## config.mk

```make
export PLATFORM = sky130hd
export DESIGN_NAME = uart_tx_frame_flat
export DESIGN_NICKNAME = d
export VERILOG_FILES = /design/src/rtl/uart_pkg.sv /design/src/rtl/uart_tx_frame_if.sv /design/src/rtl/uart_tx_bit_timer.sv /design/src/rtl/uart_tx_frame.sv /design/src/flat_wrapper.sv
export SDC_FILE = /design/constraint.sdc
export NUM_CORES = 1
export LEC_CHECK = 0
export ABC_AREA = 1
export ABC_CLOCK_PERIOD_IN_PS = 2800
export CAP_MARGIN = 20
export CORE_MARGIN = 2
export CORE_UTILIZATION = 45
export CTS_BUF_LIST = sky130_fd_sc_hd__clkbuf_2 sky130_fd_sc_hd__clkbuf_4 sky130_fd_sc_hd__clkbuf_8
export DETAILED_ROUTE_END_ITERATION = 7
export HOLD_SLACK_MARGIN = 0.06
export PLACE_DENSITY_LB_ADDON = 0.15
export SYNTH_ARGS = -nofsm -noshare
export SYNTH_HDL_FRONTEND = slang
export SYNTH_SLANG_ARGS = --single-unit
```

## constraint.sdc

```tcl
create_clock -name clk -period 2.8 [get_ports clk]
set_input_delay 0.42 -clock clk [delete_from_list [all_inputs] [get_ports clk]]
set_output_delay 0.42 -clock clk [all_outputs]
set_load 0.05 [all_outputs]
```

## src/rtl/uart_pkg.sv

```systemverilog
// uart_pkg: shared definitions for the UART transmit and receive paths.
//   tx_state_t  - transmitter FSM states.
//   PAR_EVEN/PAR_ODD - parity-type encodings for par_typ.
//   parity_bit() - parity of a word for a given parity type; words narrower
//                  than PAR_MAX_W are zero-extended by the caller, which does
//                  not change the XOR.
package uart_pkg;

    typedef enum logic [2:0] {
        IDLE   = 3'd0,
        START  = 3'd1,
        DATA   = 3'd2,
        PARITY = 3'd3,
        STOP   = 3'd4
    } tx_state_t;

    localparam logic PAR_EVEN = 1'b0;
    localparam logic PAR_ODD  = 1'b1;

    localparam int PAR_MAX_W = 64;

    // Even parity: bit makes the total count of ones even (= XOR of data).
    // Odd parity: inverse of that.
    function automatic logic parity_bit(input logic [PAR_MAX_W-1:0] word,
                                        input logic                 typ);
        return (^word) ^ (typ == PAR_ODD);
    endfunction

endpackage

```

## src/rtl/uart_tx_frame_if.sv

```systemverilog
// uart_tx_frame_if: host-side write interface of the UART transmitter.
//   data_in    - word to transmit (host -> tx)
//   data_valid - transmit request (host -> tx)
//   par_en     - append parity bit (host -> tx)
//   par_typ    - 0 = even, 1 = odd (host -> tx)
//   busy       - frame in progress (tx -> host)
//   done       - one-cycle pulse at frame completion (tx -> host)
//
// Handshake: a request is accepted on any rising clk edge where data_valid=1
// and busy=0; busy is the inverse of ready. data_in/par_en/par_typ are
// captured on that edge and may change freely afterwards. A request seen
// while busy=1 is dropped, never queued.
interface uart_tx_frame_if #(
    parameter int DATA_WIDTH = 8
);
    logic [DATA_WIDTH-1:0] data_in;
    logic                  data_valid;
    logic                  par_en;
    logic                  par_typ;
    logic                  busy;
    logic                  done;

    modport master (
        output data_in, data_valid, par_en, par_typ,
        input  busy, done
    );

    modport slave (
        input  data_in, data_valid, par_en, par_typ,
        output busy, done
    );
endinterface

```

## src/rtl/uart_tx_bit_timer.sv

```systemverilog
// uart_tx_bit_timer: bit-period prescaler for the UART transmitter.
//   clk, rst  - clock, asynchronous active-high reset
//   clear     - force the count to 0 (held while the line is idle)
//   run       - count while a frame is in progress
//   bit_tick  - high during the last cycle (count = PRESCALE-1) of a bit
module uart_tx_bit_timer #(
    parameter int PRESCALE = 8
) (
    input  logic clk,
    input  logic rst,
    input  logic clear,
    input  logic run,
    output logic bit_tick
);
    localparam int CNT_W = (PRESCALE > 2) ? $clog2(PRESCALE) : 1;
    localparam logic [CNT_W-1:0] LAST = CNT_W'(PRESCALE - 1);

    logic [CNT_W-1:0] count;

    assign bit_tick = run && !clear && (count == LAST);

    always_ff @(posedge clk or posedge rst) begin
        if (rst) begin
            count <= '0;
        end else if (clear || bit_tick) begin
            count <= '0;
        end else if (run) begin
            count <= count + CNT_W'(1);
        end
    end
endmodule

```

## src/rtl/uart_tx_frame.sv

```systemverilog
// uart_tx_frame: UART transmitter. Sends start bit, DATA_WIDTH data bits
// LSB first, optional parity bit and stop bit(s); every bit lasts PRESCALE
// clk cycles.
//   clk, rst  - clock, asynchronous active-high reset
//   bus       - host write interface (slave side), see uart_tx_frame_if
//   tx_out    - registered serial line, idles high
//   fsm_state - current FSM state, for observation
// Build option: define UART_TX_STOP2_EN for two stop bits (STOP lasts
// 2*PRESCALE cycles); left undefined a single stop bit is sent.
module uart_tx_frame
    import uart_pkg::*;
#(
    parameter int DATA_WIDTH = 8,
    parameter int PRESCALE   = 8
) (
    input  logic              clk,
    input  logic              rst,
    uart_tx_frame_if.slave    bus,
    output logic              tx_out,
    output tx_state_t         fsm_state
);
    localparam int IDX_W = (DATA_WIDTH > 1) ? $clog2(DATA_WIDTH) : 1;
    localparam logic [IDX_W-1:0] LAST_IDX = IDX_W'(DATA_WIDTH - 1);

    tx_state_t             state;
    logic [IDX_W-1:0]      idx;
    logic [DATA_WIDTH-1:0] shift;
    logic [DATA_WIDTH-1:0] shift_next;
    logic                  par_en_q;
    logic                  par_bit_q;
    logic                  busy_q;
    logic                  done_q;
    logic                  bit_tick;

    assign fsm_state  = state;
    assign bus.busy   = busy_q;
    assign bus.done   = done_q;
    assign shift_next = shift >> 1;

    uart_tx_bit_timer #(.PRESCALE(PRESCALE)) u_timer (
        .clk      (clk),
        .rst      (rst),
        .clear    (state == IDLE),
        .run      (state != IDLE),
        .bit_tick (bit_tick)
    );

    always_ff @(posedge clk or posedge rst) begin
        if (rst) begin
            state     <= IDLE;
            idx       <= '0;
            shift     <= '0;
            par_en_q  <= 1'b0;
            par_bit_q <= 1'b0;
            busy_q    <= 1'b0;
            done_q    <= 1'b0;
            tx_out    <= 1'b1;
        end else begin
            done_q <= 1'b0;
            case (state)
                IDLE: begin
                    // busy is always low here, so data_valid alone accepts.
                    if (bus.data_valid) begin
                        shift     <= bus.data_in;
                        par_en_q  <= bus.par_en;
                        // Parity is resolved now so par_typ need not be kept.
                        par_bit_q <= parity_bit(PAR_MAX_W'(bus.data_in), bus.par_typ);
                        state     <= START;
                        busy_q    <= 1'b1;
                        tx_out    <= 1'b0;
                    end
                end
                START: begin
                    if (bit_tick) begin
                        state  <= DATA;
                        idx    <= '0;
                        tx_out <= shift[0];
                    end
                end
                DATA: begin
                    if (bit_tick) begin
                        if (idx == LAST_IDX) begin
                            idx <= '0;
                            if (par_en_q) begin
                                state  <= PARITY;
                                tx_out <= par_bit_q;
                            end else begin
                                state  <= STOP;
                                tx_out <= 1'b1;
                            end
                        end else begin
                            idx    <= idx + IDX_W'(1);
                            shift  <= shift_next;
                            tx_out <= shift_next[0];
                        end
                    end
                end
                PARITY: begin
                    if (bit_tick) begin
                        state  <= STOP;
                        idx    <= '0;
                        tx_out <= 1'b1;
                    end
                end
                STOP: begin
                    if (bit_tick) begin
`ifdef UART_TX_STOP2_EN
                        // idx counts the stop bits already sent.
                        if (idx == '0) begin
                            idx <= IDX_W'(1);
                        end else begin
                            state  <= IDLE;
                            idx    <= '0;
                            busy_q <= 1'b0;
                            done_q <= 1'b1;
                        end
`else
                        state  <= IDLE;
                        busy_q <= 1'b0;
                        done_q <= 1'b1;
`endif
                    end
                end
                default: begin
                    state  <= IDLE;
                    busy_q <= 1'b0;
                    tx_out <= 1'b1;
                end
            endcase
        end
    end
endmodule

```

## src/flat_wrapper.sv

```systemverilog
// flat-port wrapper written by rule: the top's interface ports become plain ports
module uart_tx_frame_flat import uart_pkg::*;
#(
    parameter int DATA_WIDTH = 8,
    parameter int PRESCALE   = 8
)
  (clk, rst, tx_out, fsm_state, bus_data_in, bus_data_valid, bus_par_en, bus_par_typ, bus_busy, bus_done);
  uart_tx_frame_if #(.DATA_WIDTH(DATA_WIDTH)) bus_i ();
  input  logic clk;
  input  logic rst;
  output logic tx_out;
  output tx_state_t fsm_state;
  input wire logic [$bits(bus_i.data_in)-1:0] bus_data_in;
  input wire logic [$bits(bus_i.data_valid)-1:0] bus_data_valid;
  input wire logic [$bits(bus_i.par_en)-1:0] bus_par_en;
  input wire logic [$bits(bus_i.par_typ)-1:0] bus_par_typ;
  output wire logic [$bits(bus_i.busy)-1:0] bus_busy;
  output wire logic [$bits(bus_i.done)-1:0] bus_done;
  assign bus_i.data_in = bus_data_in;
  assign bus_i.data_valid = bus_data_valid;
  assign bus_i.par_en = bus_par_en;
  assign bus_i.par_typ = bus_par_typ;
  assign bus_busy = bus_i.busy;
  assign bus_done = bus_i.done;
  uart_tx_frame #(.DATA_WIDTH(DATA_WIDTH), .PRESCALE(PRESCALE)) u_core (.clk(clk), .rst(rst), .bus(bus_i), .tx_out(tx_out), .fsm_state(fsm_state));
endmodule
```

## Word-level counts from Yosys, hierarchy flattened

Cells that the tools add are included.

- Bits in registers: 22
- Latch bits: 0
- Bits in writable memories: 0
- Bits in read-only memories: 0
- Input bits: 13
- Output and inout port bits: 6
- Logic and storage cells: 75
- Memories kept: 0

- Add/sub/neg operators: 2
- $mul: 0
- Div/mod/pow operators: 0
- $lt $le $gt $ge: 0
- Equal/unequal tests: 14
- Shift-type cells: 0
- Muxes and demuxes: 29
- Bitwise gates (word level): 3
- Reduce and logical (&&, ||, !) cells: 18

Operator list:

| cell | number |
|---|---|
| $reduce_xor 64->1 | 1 |
| $mux 3 | 11 |
| $mux 8 | 3 |
| $pmux 8 s2 | 1 |
| $pmux 3 s5 | 1 |
| $ne 2x2->1 const B | 6 |
| $mux 1 | 10 |
| $eq 3x3->1 const B | 3 |
| $add 3x1->3 const B | 2 |
| $eq 3x2->1 const B | 2 |
| $pmux 3 s2 | 1 |
| $reduce_and 3->1 | 2 |
| $reduce_and 6->1 | 1 |
| $reduce_bool 2->1 | 3 |
| $pmux 1 s5 | 1 |
| $reduce_and 5->1 | 1 |
| $ne 2x1->1 const B | 2 |
| $reduce_and 4->1 | 1 |
| $eq 3x1->1 const B | 1 |
| $logic_not 3->1 | 1 |
| $pmux 1 s3 | 1 |
| $reduce_bool 3->1 | 1 |
| $reduce_or 3->1 | 1 |
| $logic_and 1x1->1 | 2 |
| other kinds (6) | 7 |

## Depth between registers and ports, before layout

- Word-level depth: 6
- Gate-level depth with buffers: 10
- Gate-level depth less buffers: 10

## Cells and area by module

A second synthesis with hierarchy kept.

- Cell total of the unflattened synthesis: 183
- Area, all modules: 1,357.6 um2

By module, submodules not included:

| module | times used | cells each | area each (um2) | seq. area each (um2) |
|---|---|---|---|---|
| uart_tx_frame | 1 | 161 | 1,186.1 | 476.7 |
| uart_tx_bit_timer | 1 | 22 | 171.4 | 75.1 |

## Least setup slack after synthesis

Ideal clock, no wire load.

- Path kind: flip-flop to flip-flop
- Start: register u_core.state[2] (netlist: u_core.fsm_state[2])
- End: register u_core.shift[1]
- Library setup time: 0.126 ns
- Arrival time: 1.466 ns
- Required time: 2.674 ns
- Slack: 1.208 ns
- Cell stages (with the launch flop): 7
- Buffers on the path: 1
- Clock period less this slack: 1.592 ns
- Path through: dfrtp_1 inv_1 nand2_1 nand3_1 o21ai_4 buf_6 o21ai_0

- Longest elaborated chain between the ends: 6
- Elaborated cells on any way between the ends: 12
- Classes of those cells: 4 x eq/ne; 1 x mux; 7 x reduce/logical

RTL lines:

| what | line | text |
|---|---|---|
| start: declaration | uart_tx_frame.sv:25 | `tx_state_t state;` |
| start signal: assignment | uart_tx_frame.sv:50 | `state <= IDLE;` |
| start signal: assignment | uart_tx_frame.sv:68 | `state <= START;` |
| start signal: assignment | uart_tx_frame.sv:75 | `state <= DATA;` |
| $logic_not 3->1 | uart_tx_frame.sv:43, uart_tx_frame.sv:60 |  |
| $logic_not 1->1 | uart_tx_bit_timer.sv:20 | `assign bit_tick = run && !clear && (count == LAST);` |
| $logic_and 1x1->1 (2 in series) | uart_tx_bit_timer.sv:20 |  |
| $ne 2x2->1 (no line) | n/a |  |
| $reduce_and 4->1 (no line) | n/a |  |
| end signal: assignment | uart_tx_frame.sv:64 | `shift <= bus.data_in;` |
| end signal: assignment | uart_tx_frame.sv:93 | `shift <= shift_next;` |
| end: declaration | uart_tx_frame.sv:27 | `logic [DATA_WIDTH-1:0] shift;` |

Several ways; a longest one is shown, not always the timed one.
A chain may end at the register's enable or synchronous reset.

## Worst setup path after layout

- Start: register u_core.tx_out
- End: output tx_out

RTL lines:

| what | line | text |
|---|---|---|
| start: declaration | uart_tx_frame.sv:19 | `output logic tx_out,` |
| start signal: assignment | uart_tx_frame.sv:77 | `tx_out <= shift[0];` |
| start signal: assignment | uart_tx_frame.sv:86 | `tx_out <= par_bit_q;` |
| start signal: assignment | uart_tx_frame.sv:94 | `tx_out <= shift_next[0];` |
| end: declaration | flat_wrapper.sv:11 | `output logic tx_out;` |

No word-level cell between the ends.

==> results.json <==
{
  "clk_latency_ps": 310,
  "hpwlAfterDp_um": 1940,
  "io_pins": 19,
  "relSlewSlack": 0.459,
  "final_common_cell": "nand2_1",
  "grt_pass1_wl_um": 4440,
  "tightestPinTransition_ps": 811,
  "power_mw": 1.41,
  "coreArea_sq_um": 2710,
  "clock-sinks": 22,
  "min_path_type": "flip-flop to flip-flop",
  "numCtsBuffers": 3,
  "core.rowCount": 19,
  "drive_above_1_share": 0.0573,
  "antenna_found_initial": 0,
  "drt_wl_total_um": 2450,
  "rsz0062_at_grt": "no",
  "period_needed_ps": 2050,
  "cp_top_family": "buffers and inverters",
  "drt-wirelength-per-cell_um": 11.0,
  "p_leak_nw": 0.795,
  "reg2reg_depth": 7,
  "syn_to_final_growth_pct": 18.8,
  "r2r_end": "u_core.shift[0]$_DFFE_PP0P_",
  "drc": 0,
  "portBuffers": 18,
  "crit_slowest_cell": "clkdlybuf4s50_1",
  "grt_overflow": 0,
  "cp_slowest_stage_delay_ps": 790,
  "peakVddDrop_mv": 0.766,
  "finalWeightedCongestion": 0.805,
  "post-route-period-util": 0.733,
  "cp_max_fo": 2,
  "vias": 1131,
  "clock_skew_ps": 8.50,
  "grt.total_usage": 0.173,
  "critPathLaunchType": "flip-flop",
  "postCtsSetupBuffers": 0,
  "critPathLaunch": "u_core.tx_out$_DFFE_PP1P_",
  "grt_max_degree": 23,
  "crit_arrival_ps": 1630,
  "nets": 211,
  "endpoint": "tx_out",
  "cts_resized": 0,
  "diodes": 0,
  "die_area_sq_um": 3260,
  "max_freq_mhz": 488,
  "cp.required_ps": 2380,
  "firstDrtPassIters": 4,
  "reg2reg_slack_ps": 1140,
  "cts_hold_buffers": 0,
  "synth_nets": 190,
  "die_y_um": 57.1,
  "path_cells": "clkdlybuf4s50_1",
  "utilization": 0.556,
  "ys_seq_area_frac": 0.435,
  "grt_pass1_vias": 1094,
  "crit_type": "flip-flop to primary output",
  "initial_utilization": 0.468,
  "path_buf_inv": 1,
  "reg2reg_from": "u_core.idx[0]$_DFFE_PP0P_",
  "viasPerCell": 5.07,
  "ys_ff_latch": 22,
  "ys_warn_count": 0,
  "avgSynthCellArea_sq_um": 7.38,
  "setup_violations": 0,
  "synth.distinct_cells": 23,
  "finalHoldViolations": 0,
  "clk_path_buf_depth": 2,
  "detail-route-antenna-nets": 0,
  "netlist_area_sq_um": 1270,
  "cp-end-kind": "primary output",
  "die_width_um": 57.1,
  "clk_pin_slew_ps": 120,
  "drtIter0Drc": 25,
  "cts_max_level": 1,
  "cts-root-buf": "clkbuf_4",
  "final_cell_mix": "nand2_1 (50), inv_1 (26), o21ai_0 (24)",
  "maxCapViolations": 0,
  "tns_ps": 0,
  "synthCells": 172,
  "worstSetupPathDepth": 1,
  "finalMaxSlewViolations": 0,
  "status": "complete, no violations",
  "cts_tree": "yes",
  "power.density_nw_per_um2": 937
}
==> per-layer routing <==
metal	track usage	wire length [um]	share of wire	vias up
met5	0	0	0	-
met4	0.0698	44	0.018	0
met3	0.0204	73	0.030	5
met2	0.317	1220	0.50	20
met1	0.205	1110	0.45	521
li1	-	-	-	585
==> synth_stat cells (all sizes together) <==
cell type  count  area, sq um
a21oi          1         5.00
buf            2         16.3
dfrtp         21          526
dfstp          1         26.3
ha             5         62.6
inv           28          105
nand2         51          194
nand3         14         70.1
nor2          14         55.1
nor3           2         10.0
o211ai         2         15.0
o21a           1         7.51
o21ai         26          145
o31ai          1         7.51
or2            1         6.26
xnor2          1         8.76
xor2           1         8.76
==> flip-flops by register name, summed over array words and instances (netlist names) <==
name	count
u_core.bus.busy	1
u_core.tx_out	1
u_core.bus.done	1
u_core.u_timer.count	3
u_core.shift	8
u_core.fsm_state	3
u_core.par_bit_q	1
u_core.idx	3
u_core.par_en_q	1
==> kinds of logic (layout without fill, tap and decap cells) <==
group / count (synthesis) / after routing / share of synthesized area
and+or+nand+nor: 82 / 82 / 0.264
AOI/OAI and AO/OA: 31 / 31 / 0.142
buffers and inverters: 30 / 50 / 0.0957
DFF: 22 / 22 / 0.435
adders and majority gates: 5 / 5 / 0.0493
xor gates and xnor gates: 2 / 2 / 0.0138
==> through the flow <==
| step | cell area [sq um] | std cells | hold WS, ps | worst slack, ps |
|---|---|---|---|---|
| 2_1_floorplan | 1270 | 172 | 408 | 1210 |
| 3_3_place_gp | 1470 | 219 | 423 | 1090 |
| 3_5_place_dp | 1470 | 219 | 432 | 1090 |
| 4_1_cts | 1510 | 223 | 449 | 737 |
| 5_1_grt | 1510 | 223 | 478 | 692 |
| 6_report | 1510 | 223 | 440 | 749 |
==> power breakdown <==
| group | internal [mW] | leakage [nW] | switching [mW] |
|---|---|---|---|
| clock | 0.0794 | 0.0210 | 0.0937 |
| combinational | 0.233 | 0.496 | 0.482 |
| sequential | 0.455 | 0.278 | 0.0695 |
==> how the worst min path moves through the flow <==
| stage | slack [ps] | from | end | cells past startpoint |
|---|---|---|---|---|
| after floorplan | 410 | rst | u_core.bus.busy$_DFFE_PP0P_ | 1 |
| after global placement | 420 | u_core.u_timer.count[0]$_DFFE_PP0P_ | u_core.u_timer.count[0]$_DFFE_PP0P_ | 1 |
| after detailed placement | 430 | u_core.u_timer.count[0]$_DFFE_PP0P_ | u_core.u_timer.count[0]$_DFFE_PP0P_ | 1 |
| after CTS | 450 | u_core.u_timer.count[0]$_DFFE_PP0P_ | u_core.u_timer.count[0]$_DFFE_PP0P_ | 1 |
| after global routing | 480 | u_core.u_timer.count[0]$_DFFE_PP0P_ | u_core.u_timer.count[0]$_DFFE_PP0P_ | 1 |
| final | 440 | u_core.u_timer.count[0]$_DFFE_PP0P_ | u_core.u_timer.count[0]$_DFFE_PP0P_ | 1 |
==> final cells by class <==
class	count	area [sq um]
multi-input combinational	120	596
tap	31	38.8
clock buffer	4	36.3
inverter	28	105
sequential	22	552
timing repair buffer	18	180
fill	271	1200
Power figures use the tool's default switching activity.
